===== src/rtl/mc_ctrl_fsm.sv =====
// mc_ctrl_fsm: multi-cycle control sequencer for the RV32I-subset core.
// Steps each instruction through FETCH/DECODE/EXEC/MEM/WB, drives the ALU
// and datapath selects, handshakes with memory and traps on bad encodings
// or memory requests that are never acknowledged.
module mc_ctrl_fsm #(
  parameter int TIMEOUT = 16
) (
  input  logic        clk,
  input  logic        rst,
  input  logic [31:0] instr,
  input  logic        EQ,
  input  logic        mem_ack,
  output logic        mem_req,
  output logic        mem_we,
  output logic        mem_addr_src,
  output logic        ir_write,
  output logic        pc_write,
  output logic        pc_src,
  output logic [2:0]  ALUctrl,
  output logic        alu_src_b,
  output logic [2:0]  imm_src,
  output logic        reg_write,
  output logic [1:0]  result_src,
  output logic        retire,
  output logic        illegal,
  output logic        bus_err
);

  localparam logic [2:0] S_FETCH  = 3'd0;
  localparam logic [2:0] S_DECODE = 3'd1;
  localparam logic [2:0] S_EXEC   = 3'd2;
  localparam logic [2:0] S_MEM    = 3'd3;
  localparam logic [2:0] S_WB     = 3'd4;
  localparam logic [2:0] S_TRAP   = 3'd5;

  localparam logic [6:0] OP_R   = 7'b0110011;
  localparam logic [6:0] OP_I   = 7'b0010011;
  localparam logic [6:0] OP_LW  = 7'b0000011;
  localparam logic [6:0] OP_SW  = 7'b0100011;
  localparam logic [6:0] OP_BR  = 7'b1100011;
  localparam logic [6:0] OP_JAL = 7'b1101111;
  localparam logic [6:0] OP_LUI = 7'b0110111;

  localparam int            CW       = $clog2(TIMEOUT) + 1;
  localparam logic [CW-1:0] CNT_LAST = CW'(TIMEOUT - 1);

  logic [2:0]    state_q, state_d;
  logic [CW-1:0] cnt_q, cnt_d;
  logic          illegal_q, illegal_d;
  logic          bus_err_q, bus_err_d;

  logic [6:0] opcode;
  logic [2:0] funct3;
  logic       funct7_b5;
  logic       alu_funct_ok;
  logic [2:0] alu_op;
  logic       is_r, is_i, is_lw, is_sw, is_br, is_jal, is_lui, legal;
  logic       unused_instr_bits;

  assign opcode            = instr[6:0];
  assign funct3            = instr[14:12];
  assign funct7_b5         = instr[30];
  assign unused_instr_bits = ^{instr[31], instr[29:15], instr[11:7]};

  // Map funct3 (and funct7[5] for register ops) onto the ALU operation code
  always_comb begin
    alu_funct_ok = 1'b1;
    alu_op       = 3'b000;
    case (funct3)
      3'b000:  alu_op = (opcode == OP_R && funct7_b5) ? 3'b001 : 3'b000;
      3'b111:  alu_op = 3'b010;
      3'b110:  alu_op = 3'b011;
      3'b010:  alu_op = 3'b101;
      default: alu_funct_ok = 1'b0;
    endcase
  end

  assign is_r   = (opcode == OP_R) && alu_funct_ok;
  assign is_i   = (opcode == OP_I) && alu_funct_ok;
  assign is_lw  = (opcode == OP_LW) && (funct3 == 3'b010);
  assign is_sw  = (opcode == OP_SW) && (funct3 == 3'b010);
  assign is_br  = (opcode == OP_BR) && (funct3[2:1] == 2'b00);
  assign is_jal = (opcode == OP_JAL);
  assign is_lui = (opcode == OP_LUI);
  assign legal  = is_r | is_i | is_lw | is_sw | is_br | is_jal | is_lui;

  // Next-state, timeout and output decode; outputs are forced quiet while rst is high
  always_comb begin
    state_d      = state_q;
    cnt_d        = '0;
    illegal_d    = illegal_q;
    bus_err_d    = bus_err_q;
    mem_req      = 1'b0;
    mem_we       = 1'b0;
    mem_addr_src = 1'b0;
    ir_write     = 1'b0;
    pc_write     = 1'b0;
    pc_src       = 1'b0;
    ALUctrl      = 3'b000;
    alu_src_b    = 1'b0;
    imm_src      = 3'b000;
    reg_write    = 1'b0;
    result_src   = 2'b00;
    retire       = 1'b0;
    illegal      = 1'b0;
    bus_err      = 1'b0;
    case (state_q)
      S_FETCH: begin
        mem_req = 1'b1;
        if (mem_ack) begin
          ir_write = 1'b1;
          state_d  = S_DECODE;
        end else if (cnt_q == CNT_LAST) begin
          state_d   = S_TRAP;
          bus_err_d = 1'b1;
        end else begin
          cnt_d = cnt_q + CW'(1);
        end
      end
      S_DECODE: begin
        if (!legal) begin
          state_d   = S_TRAP;
          illegal_d = 1'b1;
        end else if (is_jal) begin
          imm_src    = 3'b011;
          reg_write  = 1'b1;
          result_src = 2'b10;
          pc_write   = 1'b1;
          pc_src     = 1'b1;
          retire     = 1'b1;
          state_d    = S_FETCH;
        end else if (is_lui) begin
          imm_src    = 3'b100;
          reg_write  = 1'b1;
          result_src = 2'b11;
          pc_write   = 1'b1;
          retire     = 1'b1;
          state_d    = S_FETCH;
        end else begin
          state_d = S_EXEC;
        end
      end
      S_EXEC: begin
        if (is_br) begin
          ALUctrl  = 3'b001;
          imm_src  = 3'b010;
          pc_write = 1'b1;
          pc_src   = EQ ^ funct3[0];
          retire   = 1'b1;
          state_d  = S_FETCH;
        end else if (is_lw || is_sw) begin
          alu_src_b = 1'b1;
          imm_src   = is_sw ? 3'b001 : 3'b000;
          state_d   = S_MEM;
        end else if (is_i) begin
          ALUctrl   = alu_op;
          alu_src_b = 1'b1;
          state_d   = S_WB;
        end else begin
          ALUctrl = alu_op;
          state_d = S_WB;
        end
      end
      S_MEM: begin
        mem_req      = 1'b1;
        mem_addr_src = 1'b1;
        mem_we       = is_sw;
        if (mem_ack) begin
          if (is_sw) begin
            pc_write = 1'b1;
            retire   = 1'b1;
            state_d  = S_FETCH;
          end else begin
            state_d = S_WB;
          end
        end else if (cnt_q == CNT_LAST) begin
          state_d   = S_TRAP;
          bus_err_d = 1'b1;
        end else begin
          cnt_d = cnt_q + CW'(1);
        end
      end
      S_WB: begin
        reg_write  = 1'b1;
        result_src = is_lw ? 2'b01 : 2'b00;
        pc_write   = 1'b1;
        retire     = 1'b1;
        state_d    = S_FETCH;
      end
      S_TRAP: begin
        illegal = illegal_q;
        bus_err = bus_err_q;
      end
      default: state_d = S_FETCH;
    endcase
    if (rst) begin
      mem_req      = 1'b0;
      mem_we       = 1'b0;
      mem_addr_src = 1'b0;
      ir_write     = 1'b0;
      pc_write     = 1'b0;
      pc_src       = 1'b0;
      ALUctrl      = 3'b000;
      alu_src_b    = 1'b0;
      imm_src      = 3'b000;
      reg_write    = 1'b0;
      result_src   = 2'b00;
      retire       = 1'b0;
      illegal      = 1'b0;
      bus_err      = 1'b0;
    end
  end

  // State, timeout counter and sticky trap cause registers
  always_ff @(posedge clk) begin
    if (rst) begin
      state_q   <= S_FETCH;
      cnt_q     <= '0;
      illegal_q <= 1'b0;
      bus_err_q <= 1'b0;
    end else begin
      state_q   <= state_d;
      cnt_q     <= cnt_d;
      illegal_q <= illegal_d;
      bus_err_q <= bus_err_d;
    end
  end

endmodule


===== config.mk =====
export PLATFORM = sky130hd
export DESIGN_NAME = mc_ctrl_fsm
export DESIGN_NICKNAME = d
export VERILOG_FILES = /design/src/rtl/mc_ctrl_fsm.sv
export SDC_FILE = /design/constraint.sdc
export NUM_CORES = 1
export LEC_CHECK = 0
export ABC_CLOCK_PERIOD_IN_PS = 1890
export BUFFER_PORTS_ARGS = -buffer_cell sky130_fd_sc_hd__buf_2
export CAP_MARGIN = 20
export CELL_PAD_IN_SITES_DETAIL_PLACEMENT = 0
export CELL_PAD_IN_SITES_GLOBAL_PLACEMENT = 1
export CORE_UTILIZATION = 28
export DETAILED_ROUTE_END_ITERATION = 16
export GPL_ROUTABILITY_DRIVEN = 0
export HOLD_SLACK_MARGIN = 0.02
export PLACE_DENSITY_LB_ADDON = 0.1
export SLEW_MARGIN = 20
export SYNTH_ARGS = -nofsm -noshare
export SYNTH_HDL_FRONTEND = slang
export SYNTH_SLANG_ARGS = --single-unit

===== constraint.sdc =====
create_clock -name clk -period 1.89 [get_ports clk]
set_input_delay 0.0945 -clock clk [delete_from_list [all_inputs] [get_ports clk]]
set_output_delay 0.0945 -clock clk [all_outputs]
set_load 0.01 [all_outputs]

After elaboration in Yosys (flattened, before gate mapping)
Cells that the tools add are included.

Add/sub/neg operators: 1. Equality and inequality tests: 16. Multiplexer cells: 64. Bitwise operators: 10. Reductions and logical operators: 15.

Operators by type and width (number): 3-bit two-way mux (15); 1-bit two-way mux (35); 7-bit by 6-bit equality test with 1-bit output, second input constant (3); 3-bit one-hot mux with 5 select lines (1); 7-bit equality test, second input constant (2); 2-bit two-way mux (7); 3-bit equality test, second input constant (4); 3-bit one-hot mux with 4 select lines (1); 3-bit by 2-bit equality test with 1-bit output, second input constant (3); 4-bit OR reduction (2); 7-bit by 2-bit equality test with 1-bit output, second input constant (1); 7-bit by 5-bit equality test with 1-bit output, second input constant (1); 1-bit logical AND (6); 3-bit zero test (2); 1-bit OR (6); 3-bit one-hot mux with 2 select lines (1); 5-bit by 1-bit adder with 5-bit output, second input constant (1); 5-bit by 4-bit equality test with 1-bit output, second input constant (1); 1-bit one-hot mux with 2 select lines (2); 1-bit one-hot mux with 4 select lines (1); 2-bit one-hot mux with 2 select lines (1); 3-bit by 1-bit equality test with 1-bit output, second input constant (1); 1-bit NOT (3); 3-bit AND reduction (1); other kinds (5) (5).

Register bits: 10. Input bits: 36. Output and inout bits: 19. Word-level logic and storage cells: 110.

Depth between registers and ports, before layout
Gate-level depths: netlist (run 1).

Depth after elaboration: 13. Mapped depth: 7. Gate-level depth less buffers: 7.

Worst setup path before layout (run 1)
No wires, ideal clock.

Kind: register -> register. Start: reg cnt_q[0]. End: reg state_q[0]. Data arrival time: 1.301 ns. Required time: 1.764 ns. Slack: 0.464 ns. Cell stages (with the launch flop): 8. Buffers on the path: 0. Clock period less this slack: 1.426 ns. Cells stage by stage: dfxtp_1 -> ha_1 -> and3_1 -> ha_1 -> nor2_1 -> o22ai_1 -> o211ai_1 -> o21ai_0.

Longest elaborated chain between the ends: 4. Elaborated cells between the ends (all ways): 5.

Ends and longest elaborated chain: from (decl) (RTL line 48) `logic [CW-1:0] cnt_q, cnt_d;`; from (signal assigned) (RTL line 223) `cnt_q <= cnt_d;`; 5-bit by 4-bit equality test with 1-bit output * (RTL line 113, 176); 3-bit two-way mux *; 3-bit two-way mux, on equally long branches; 3-bit one-hot mux with 5 select lines *; to (signal assigned) (RTL line 222) `state_q <= state_d;`; to (decl) (RTL line 47) `logic [2:0] state_q, state_d;`.

Every way passes the cells marked *; elsewhere a longest branch is shown, timed or not. A chain may end at the register's enable or synchronous reset.

Worst setup path after layout (run 1)
Start: reg state_q[2]. End: out result_src[0].

Longest elaborated chain between the ends: 3. Elaborated cells between the ends (all ways): 4.

Ends and longest elaborated chain: 3-bit equality test or 3-bit by 1-bit equality test with 1-bit output (tied branches) (RTL line 107) `case (state_q)`; 2-bit one-hot mux with 2 select lines * (RTL line 107); 2-bit two-way mux * (RTL line 196) `if (rst) begin`; to (decl) (RTL line 23) `output logic [1:0] result_src,`.

Marked as above.

==> results of run 1 <==
[worst max-delay path: stages (launching register included)]
cell and delay (ns):
dfxtp_1 0.51, inv_1 0.14, and4_1 0.19, and4b_2 0.25
a31o_2 0.21, buf_2 0.13
[cell usage after synthesis (all sizes together) (3+ instances only)]
master	n
a21oi	3
and2	4
and3	5
buf	4
dfxtp	10
inv	6
nand2	7
nand2b	7
nand3	4
nor2	14
nor3	6
o211ai	5
o21ai	7
[cell families after synthesis]
logic type / after synthesis / synth area share (%)
AOI/OAI and AO/OA: 24 / 18.3
xor gates and xnor gates: 3 / 3.00
adders and majority gates: 2 / 2.86
buffers and inverters: 11 / 6.87
DFF: 10 / 22.9
and+or+nand+nor: 65 / 46.1
[routing by layer]
layer  track usage, %  share of wire (%)  vias to the layer above  routed length (um)
met5                0                  0                        -                   0
met4             1.02                  0                        0                   0
met3             5.13                4.3                        0                 108
met2             25.3                 45                       22                1120
met1             22.4                 51                      443                1260
li1                 -                  -                      495                   -
[layout by cell type, fill, tap and decap left out, types with 2 or more instances in the layout]
cell type,count
nor2_1,14
and3_1,3
clkbuf_4,3
and2b_2,2
nand2_1,7
nand3b_1,2
or4_1,2
buf_2,33
o22ai_1,2
dfxtp_1,9
and3_2,2
buf_4,4
xnor2_1,2
inv_1,6
and2_1,4
a41oi_1,2
o21ai_0,6
nand3_1,4
a21oi_1,3
o211ai_1,5
nor3_1,5
ha_1,2
nand2b_1,6
[layout make-up]
cell class | instances | area, sq um | area share, %
flip-flops and latches | 10 | 201 | 18.2
well taps | 31 | 38.8 | 3.51
repair buffers | 37 | 195 | 17.6
clock buffers | 3 | 22.5 | 2.04
multi-input cells | 94 | 626 | 56.6
inverters | 6 | 22.5 | 2.04
[power by group through the flow]
| stage | clock network, mW | registers [mW] | logic (mW) |
|---|---|---|---|
| 3_3_place_gp | 0 | 0.235 | 0.129 |
| 4_1_cts | 0.147 | 0.230 | 0.131 |
| 3_5_place_dp | 0 | 0.234 | 0.130 |
| 2_1_floorplan | 0 | 0.230 | 0.0853 |
| 6_report | 0.140 | 0.230 | 0.132 |
| 5_1_grt | 0.161 | 0.232 | 0.148 |
[state kept, by name, summed over array words and instances, names as in the netlist]
signal	cells
bus_err_q	1
cnt_q	5
illegal_q	1
state_q	3
[metrics by stage]
step | power, mW | util (%) | instances | cell area [sq um]
6_report | 0.502 | 38.8 | 181 | 1110
5_1_grt | 0.541 | 38.8 | 181 | 1110
4_1_cts | 0.508 | 38.3 | 181 | 1090
3_5_place_dp | 0.364 | 37.5 | 178 | 1070
3_3_place_gp | 0.364 | 37.5 | 178 | 1070
2_1_floorplan | 0.316 | - | 115 | 875
[how the worst max path moves through the flow]
stage	start	end	depth (start not counted)
after floorplan	cnt_q[0]	state_q[0]	7
after global placement	instr[3]	pc_src	7
after detailed placement	instr[3]	pc_src	7
after CTS	state_q[1]	imm_src[0]	5
after global routing	state_q[2]	result_src[0]	5
final	state_q[2]	result_src[0]	5
[what timing repair did]
action                                  4_1_cts  5_1_grt
endpoints found under the setup margin        0        3
hold endpoints to repair                      0        0
resized for setup                             0        3
==> results by group, run 1 <==
Critical path
  • Setup crit end kind: primary output
  • Worst EP arrival: between 1.5 and 2 ns
  • WS Path Type: register to primary output
  • Required @ worst endpoint: ~1.8 ns
  • Reg2reg end: state_q[0]
  • Worst R2R Path Depth: 7
  • RR Startpoint: cnt_q[0]
  • Critical path fanouts, max: 9
  • R2R Setup Slk: approximately 0.33 ns
  • Critical path launch point type: register

Pwr
  • Leak: between 0.5 and 0.6 nW
  • Reg power frac: between 40% and 50%
  • Internal Power: 0.350 mW
  • Clock Power Share: 27.8%
  • Comb pwr share: between 20% and 30%
  • Peak VDD IR: 0.415 mV
  • PwrDens: between 400 and 500 mW/mm^2
  • Psw: 0.152 mW
  • Sw frac: a little under a third

Floorplan
  • IO Pins: between 50 and 60
  • Full die area: around 0.0034 sq mm
  • Area of the core: ~0.0029 sq mm
  • Die Y: roughly 58 um
  • Die Wd: 57.9 um
  • Initial Util: a little over 30%
  • Row count: 19

Logic synthesis
  • EDFF count, synth: 0
  • Cell variety after synth: 42
  • Synth warn: 0
  • Share of the synthesized area in the top cell type: approximately 23%
  • Flops & latches, synth: 10
  • Synth async-reset ratio: 0%
  • Ranking of synthesized cells by area: dfxtp_1 23%, nor2_1 6.0%, nand2b_1 4.3%
  • Mapped Cells: between 100 and 150
  • Synth area leader: dfxtp_1
  • Sequential-to-total area share from yosys stat: between 20% and 30%
  • Post-synth top flop: dfxtp_1
  • Synth Area per Inst: about 7.6 sq um
  • Mapped Nets: 153
  • Post-Synthesis Cell Area: just under 900 sq um

GRT
  • Global-route wire length before repair: around 4200 um
  • Total track usage: about 16%
  • Initial antenna violation count: 0
  • Largest net degree at the start of global routing: 13
  • Vias in the first global route: slightly above 900
  • GRT overflow: 0

Clocking
  • Root Driver: clkbuf_4
  • CTS tree: done
  • Worst skew pair latency: approximately 0.26 ns
  • Clock Tree Buf Depth: 2
  • Cts hold-fix bufs: 0
  • Clock-pin slew on the worst setup and hold paths: 0.06 ns
  • Cts bufs inserted: 3
  • Sink Count: 10
  • H-tree levels: 1
  • Post-CTS setup buffer count: 0

STA
  • Min Tclk post-route: around 1.8 ns
  • Highest clock rate: 564 MHz
  • Max Slew Vio Count: 0
  • Final setup fails: 0
  • Post-Route Setup TNS: 0 ns
  • Slew Limit Headroom: slightly above 70%
  • Final Cycle Share: around 94%
  • Final setup margin: ~0.12 ns
  • Clk_skew: roughly 0.0025 ns
  • Slew of the pin with the lowest slew margin: 0.419 ns
  • RSZ-0062 raised after global routing: no
  • Final hold slack: ~0.14 ns
  • Fin. Hold Viols: 0

Run status
  • Failing checks: design-rule violations
  • Status: finished, violations left

Finish
  • # nets final: 190
  • Area Overhead vs Synth: 26.5%
  • Ant diodes: 0
  • Fillers: 310
  • Share of layout cells above drive strength 1: approximately 35%

Min path
  • Hold path cells: 2
  • HP Class: input pin to register
  • Hold Path End: illegal_q
  • Worst Hold Launch: rst

Detailed routing
  • Antenna Nets Post-Route: 0
  • First-pass DRT Iterations: 10
  • DR iter-0 viols: 20
  • Vias: 960
  • Vias/cell: about 5.3
  • Post-Route WL: roughly 2500 um
  • Residual DRC: 3
  • WL per Instance: about 14 um

Placed design
  • DP HPWL: slightly below 2000 um
  • Dpl ws: roughly 0.15 ns
  • PortBufs: 33

Job
  • Max-cap viol count: 0
(Power assumes the default switching activity.)
==> run 2: changes to the inputs <==
--- a/config.mk
+++ b/config.mk
@@ -10,6 +10,7 @@
 export CAP_MARGIN = 20
 export CELL_PAD_IN_SITES_DETAIL_PLACEMENT = 0
 export CELL_PAD_IN_SITES_GLOBAL_PLACEMENT = 1
+export CORE_MARGIN = 4
 export CORE_UTILIZATION = 28
 export DETAILED_ROUTE_END_ITERATION = 16
 export GPL_ROUTABILITY_DRIVEN = 0
==> run 2 against run 1 <==
Compared with the run above: routed wire length rose by 3.5%; global-route usage down 2.7 points; critical path depth unchanged; critical endpoint unchanged; critical path type unchanged; die area is 22% higher; sequential share of layout area is 0.59 points lower; first-iteration DRC count up 75%; design area rose by 2.7%; the run now ends clean; combinational power is essentially flat.
==> results by group, run 2 (synthesized netlist as in run 1, its figures left out) <==
Clocking
  • Worst skew pair latency: 0.26 ns (about the same)
  • Cts hold-fix bufs: 0 (unchanged)
  • Sink Count: 10 (unchanged)
  • CTS tree: done
  • H-tree levels: 1 (unchanged)
  • Clock-pin slew on the worst setup and hold paths: 0.07 ns (about the same)
  • Root Driver: clkbuf_4
  • Clock Tree Buf Depth: 2 (unchanged)
  • Cts bufs inserted: 3 (unchanged)

STA
  • Slew Limit Headroom: 77.0% (+5.1 points)
  • RSZ-0062 raised after global routing: no
  • Min Tclk post-route: 1.77 ns (+0.000941 ns)
  • Post-Route Setup TNS: 0 ns (unchanged)
  • Fin. Hold Viols: 0 (unchanged)
  • Final Cycle Share: 93.9% (about the same)
  • Clk_skew: 0.00248 ns (-0.0000646 ns)
  • Slew of the pin with the lowest slew margin: 0.344 ns (-0.0750 ns)
  • Max Slew Vio Count: 0 (unchanged)
  • Final setup fails: 0 (unchanged)
  • Highest clock rate: 563 MHz (about the same)

Finish
  • Post-route non-filler standard cell count: 196 (+8.3%)
  • Area Overhead vs Synth: 29.9%
  • Multi-input logic area: 619 sq um (-1.0%)
  • Register area: 200 sq um (-0.62%)
  • Design area: 0.00114 sq mm (+2.7%)
  • Commonest non-fill, non-tap cell in the layout: buf_2
  • Fillers: 352 (+14%)
  • Share of layout cells above drive strength 1: 34.9% (-0.46 points)
  • Top flop regs: cnt_q: 5 flops, state_q: 3 flops
  • # nets final: 191 (+0.53%)
  • Largest Register: cnt_q
  • Ant diodes: 0 (unchanged)
  • Commonest non-fill, non-tap cells in the layout: 33 x buf_2, 14 x nor2_1, 10 x dfxtp_1, 7 x nand2_1
  • Largest register FFs: 5 (unchanged)

Floorplan
  • Row count: 20 (+1)
  • Initial Util: 28.9% (-1.8 points)
  • Full die area: 0.00408 sq mm (+22%)
  • IO Pins: 55 (unchanged)
  • Die Y: 63.9 um (+10%)
  • Area of the core: 0.00303 sq mm (+6.1%)
  • Die Wd: 63.9 um (+10%)

Detailed routing
  • Antenna Nets Post-Route: 0 (unchanged)
  • Vias/cell: 4.97 (-6.2%)
  • DR iter-0 viols: 35 (+75%)
  • Residual DRC: 0 (-3)
  • Vias: 975 (+1.6%)
  • First-pass DRT Iterations: 2 (-8)
  • Post-Route WL: 2580 um (+3.5%)
  • WL per Instance: 13.1 um (-4.4%)

Placed design
  • Placed cell area: 0.00109 sq mm (+2.2%)
  • PortBufs: 33 (unchanged)
  • DP HPWL: 2120 um (+8.4%)
  • Placed cells: 192 (+7.9%)

Pwr
  • PwrDens: 486 mW/mm^2 (+7.2%)
  • Reg power frac: 41.6% (-4.3 points)
  • Internal Power: 0.393 mW (+12%)
  • Peak VDD IR: 0.298 mV (-28%)
  • Comb pwr share: 23.9% (-2.4 points)
  • Clock Power Share: 34.5% (+6.7 points)
  • Psw: 0.160 mW (+5.2%)
  • Sw frac: 28.9% (-1.3 points)
  • Leak: 0.521 nW (+2.3%)

GRT
  • Global-route wire length before repair: 4300 um (+2.5%)
  • Largest net degree at the start of global routing: 13 (unchanged)
  • Initial antenna violation count: 0 (unchanged)
  • Total track usage: 13.3% (-2.7 points)
  • Vias in the first global route: 953 (+4.8%)
  • GRT overflow: 0 (unchanged)

Critical path
  • WS Path Type: register to primary output
  • Setup crit end kind: primary output
  • Worst EP arrival: 1.68 ns (about the same)
  • Critical path launch point type: register
  • Required @ worst endpoint: 1.80 ns (about the same)
  • Critical path fanouts, max: 9 (unchanged)

Run status
  • Status: finished clean

Min path
  • HP Class: input pin to register

Job
  • Max-cap viol count: 0 (unchanged)
-- run 2: changes by cell type in the layout (fill, tap and decap cells not counted) --
cell,change
nor4bb_2,-1
dfxtp_2,-1
nor4bb_1,+1
dfxtp_1,+1
buf_4,+1
clkbuf_8,+1
-- run 2: power groups by stage --
stage          Combinational, mW  Sequential (mW)  Clock [mW]
4_1_cts                    0.133            0.230       0.196
3_3_place_gp               0.132            0.235           0
5_1_grt                    0.148            0.231       0.213
2_1_floorplan             0.0853            0.230           0
3_5_place_dp               0.133            0.235           0
6_report                   0.132            0.230       0.191
-- run 2: what timing repair did --
item                       in CTS  in global routing
gates resized for setup         0                  1
setup endpoints to repair       0                  3
setup buffers                   0                  0
-- run 2: layout make-up --
class	instances	share of cell area [%]
multi-input cells	94	54.5
repair buffers	38	17.8
flip-flops and latches	10	17.6
well taps	44	4.85
clock buffers	4	3.19
inverters	6	1.98
-- run 2: worst max-delay path: stages, from the launching register on --
cell	delay, ns
dfxtp_1	0.51
inv_1	0.14
and4_1	0.18
and4b_2	0.25
a31o_2	0.21
buf_2	0.13
-- run 2: metal layers --
| layer | GRT usage (%) | part of all wire, % | vias to the layer above |
|---|---|---|---|
| met5 | 0 | 0 | - |
| met2 | 22.5 | 48 | 18 |
| met3 | 4.04 | 4.4 | 4 |
| li1 | - | - | 500 |
| met1 | 16.5 | 46 | 453 |
| met4 | 3.23 | 0.85 | 0 |
-- run 2: stage by stage --
step	utilization [%]	setup slack (ns)	hold slack (ns)	power, mW
4_1_cts	37.4	0.118	0.123	0.558
2_1_floorplan	-	0.464	0.283	0.316
3_3_place_gp	36.2	0.229	0.406	0.367
3_5_place_dp	36.2	0.223	0.410	0.367
5_1_grt	37.5	0.0235	0.133	0.592
6_report	37.5	0.115	0.133	0.553
-- run 2: path summary, 6_finish.rpt --
kind	end	slack, ns	cells after the start	startpoint
setup / recovery	result_src[0]	0.12	5	state_q[2]
setup reg to reg	state_q[0]	0.29	7	cnt_q[0]
hold / removal	illegal_q	0.13	2	rst
hold reg to reg	cnt_q[0]	0.45	1	cnt_q[0]
==> run 3: changes to the inputs <==
--- a/config.mk
+++ b/config.mk
@@ -11,7 +11,8 @@
 export CELL_PAD_IN_SITES_DETAIL_PLACEMENT = 0
 export CELL_PAD_IN_SITES_GLOBAL_PLACEMENT = 1
 export CORE_MARGIN = 4
-export CORE_UTILIZATION = 28
+export CORE_UTILIZATION = 29
+export CTS_BUF_LIST = sky130_fd_sc_hd__clkbuf_4 sky130_fd_sc_hd__clkbuf_8
 export DETAILED_ROUTE_END_ITERATION = 16
 export GPL_ROUTABILITY_DRIVEN = 0
 export HOLD_SLACK_MARGIN = 0.02
==> run 3 against run 2 <==
Compared with the run above: non-clock buffer count decreased by 1; combinational power about the same; register-to-register slack improved by 0.04 ns; cell count decreased by 7.1%; count of clock-buffer cells in the layout unchanged; critical endpoint unchanged.
==> results by group, run 3 (synthesized netlist as in run 1, its figures left out) <==
Pwr
  • Peak VDD IR: 0.476 mV (+60%)
  • Final Total Pwr: 0.550 mW (-0.55%)
  • Leak: 0.516 nW (-0.95%)
  • PwrDens: 494 mW/mm^2 (+1.5%)

Finish
  • # nets final: 190 (-0.52%)
  • Commonest non-fill, non-tap cells in the layout: 33 x buf_2, 14 x nor2_1, 9 x dfxtp_1, 7 x nand2_1
  • Fillers: 315 (-11%)
  • Share of layout cells above drive strength 1: 35.1% (+0.23 points)
  • Design area: 0.00111 sq mm (-2.0%)
  • Ant diodes: 0 (unchanged)
  • Area Overhead vs Synth: 27.3%
  • Largest register FFs: 5 (unchanged)
  • Largest Register: cnt_q
  • Top flop regs: cnt_q: 5 flops, state_q: 3 flops
  • Commonest non-fill, non-tap cell in the layout: buf_2

GRT
  • Met2 Usage GRT: 19.1% (-3.3 points)
  • Global routing's busiest layer: met1
  • GR Util met1: 20.2% (+3.7 points)
  • GRT overflow: 0 (unchanged)
  • GR Util met3: 3.96% (-0.085 points)
  • Total track usage: 13.3% (about the same)
  • Initial antenna violation count: 0 (unchanged)
  • Global-route wire length before repair: 4330 um (+0.81%)
  • Vias in the first global route: 918 (-3.7%)
  • Largest net degree at the start of global routing: 13 (unchanged)

Detailed routing
  • Vias: 957 (-1.8%)
  • Vias/cell: 5.26 (+5.7%)
  • DR iter-0 viols: 65 (+86%)
  • Post-Route WL: 2500 um (-3.1%)
  • First-pass DRT Iterations: 4 (+2)
  • Residual DRC: 0 (unchanged)
  • Antenna Nets Post-Route: 0 (unchanged)
  • WL per Instance: 13.7 um (+4.3%)

Placed design
  • Dpl ws: 0.181 ns (-0.0423 ns)
  • Placed cell area: 0.00107 sq mm (-2.2%)
  • PortBufs: 33 (unchanged)
  • DP HPWL: 2080 um (-1.5%)

Critical path
  • Setup crit end kind: primary output
  • CP cell instances: inv_1 -> and4_1 -> and4b_2 -> a31o_2 -> buf_2
  • Required @ worst endpoint: 1.80 ns (about the same)
  • Critical path fanouts, max: 9 (unchanged)
  • Slowest-stage cell, CP: dfxtp_1
  • CP max stage delay: 0.51 ns (about the same)
  • Critical path launch point type: register
  • WS Path Type: register to primary output
  • Worst EP arrival: 1.69 ns (about the same)

Floorplan
  • Die Wd: 62.9 um (-1.5%)
  • Full die area: 0.00396 sq mm (-3.0%)
  • Row count: 19 (-5.0%)
  • Die Y: 62.9 um (-1.5%)
  • IO Pins: 55 (unchanged)
  • Area of the core: 0.00283 sq mm (-6.6%)
  • Initial Util: 30.9% (+2.0 points)

STA
  • Final setup margin: 0.108 ns (-0.00701 ns)
  • RSZ-0062 raised after global routing: no
  • Highest clock rate: 561 MHz (-0.39%)
  • Fin. Hold Viols: 0 (unchanged)
  • Clk_skew: 0.000474 ns (-0.00201 ns)
  • Slew of the pin with the lowest slew margin: 0.416 ns (+0.0716 ns)
  • Post-Route Setup TNS: 0 ns (unchanged)
  • Final setup fails: 0 (unchanged)
  • Min Tclk post-route: 1.78 ns (+0.00701 ns)
  • Max Slew Vio Count: 0 (unchanged)
  • Final hold slack: 0.137 ns (+0.00381 ns)
  • Slew Limit Headroom: 72.2% (-4.8 points)
  • Final Cycle Share: 94.3% (+0.37 points)

Clocking
  • Root Driver: clkbuf_4
  • Worst skew pair latency: 0.26 ns (about the same)
  • Cts hold-fix bufs: 0 (unchanged)
  • Sink Count: 10 (unchanged)
  • CTS tree: done
  • Cts bufs inserted: 3 (unchanged)
  • Cts repair resizes: 0 (unchanged)
  • Clock-pin slew on the worst setup and hold paths: 0.07 ns (about the same)
  • H-tree levels: 1 (unchanged)
  • Clock Tree Buf Depth: 2 (unchanged)
  • Post-CTS setup buffer count: 0 (unchanged)

Run status
  • Status: finished clean

Job
  • Max-cap viol count: 0 (unchanged)

Min path
  • HP Class: input pin to register
-- run 3: cell types whose count changed in the layout (fill, tap and decap cells not counted), sizes merged --
cell	delta
buf	-1
-- run 3: layout make-up --
cell class	count	area, sq um	area share (%)
Tap cell	31	38.8	3.48
Timing Repair Buffer	37	195	17.5
Inverter	6	22.5	2.02
Multi-Input combinational cell	94	619	55.6
Sequential cell	10	201	18.1
Clock buffer	4	36.3	3.26
-- run 3: worst paths after layout --
path	start	to	slack, ns	depth (start not counted)
max	state_q[2]	result_src[0]	0.11	5
min	rst	illegal_q	0.14	2
max reg2reg	cnt_q[0]	state_q[0]	0.33	7
min reg2reg	cnt_q[0]	cnt_q[0]	0.46	1
-- run 3: layer usage --
| layer | vias up | wire length (um) | part of all wire [%] |
|---|---|---|---|
| met1 | 427 | 1270 | 51 |
| met4 | 0 | 0 | 0 |
| li1 | 505 | - | - |
| met2 | 25 | 1070 | 43 |
| met5 | - | 0 | 0 |
| met3 | 0 | 154 | 6.2 |
-- run 3: critical path: cells and delay by family, from the launching register on --
kind	cells	cell delay [ns]
AOI/OAI and AO/OA	1	0.21
and+or+nand+nor	2	0.43
buffers and inverters	2	0.28
DFF	1	0.51
-- run 3: per-stage QoR --
stage,instances,utilization [%]
2_1_floorplan,115,-
3_3_place_gp,178,37.9
3_5_place_dp,178,37.9
4_1_cts,182,39.1
5_1_grt,182,39.4
6_report,182,39.4
-- run 3: power breakdown --
part | switching (mW) | total [mW] | internal, mW
Clock | 0.0732 | 0.190 | 0.117
Sequential | 0.00913 | 0.230 | 0.221
Combinational | 0.0744 | 0.130 | 0.0554
Total | 0.157 | 0.550 | 0.393
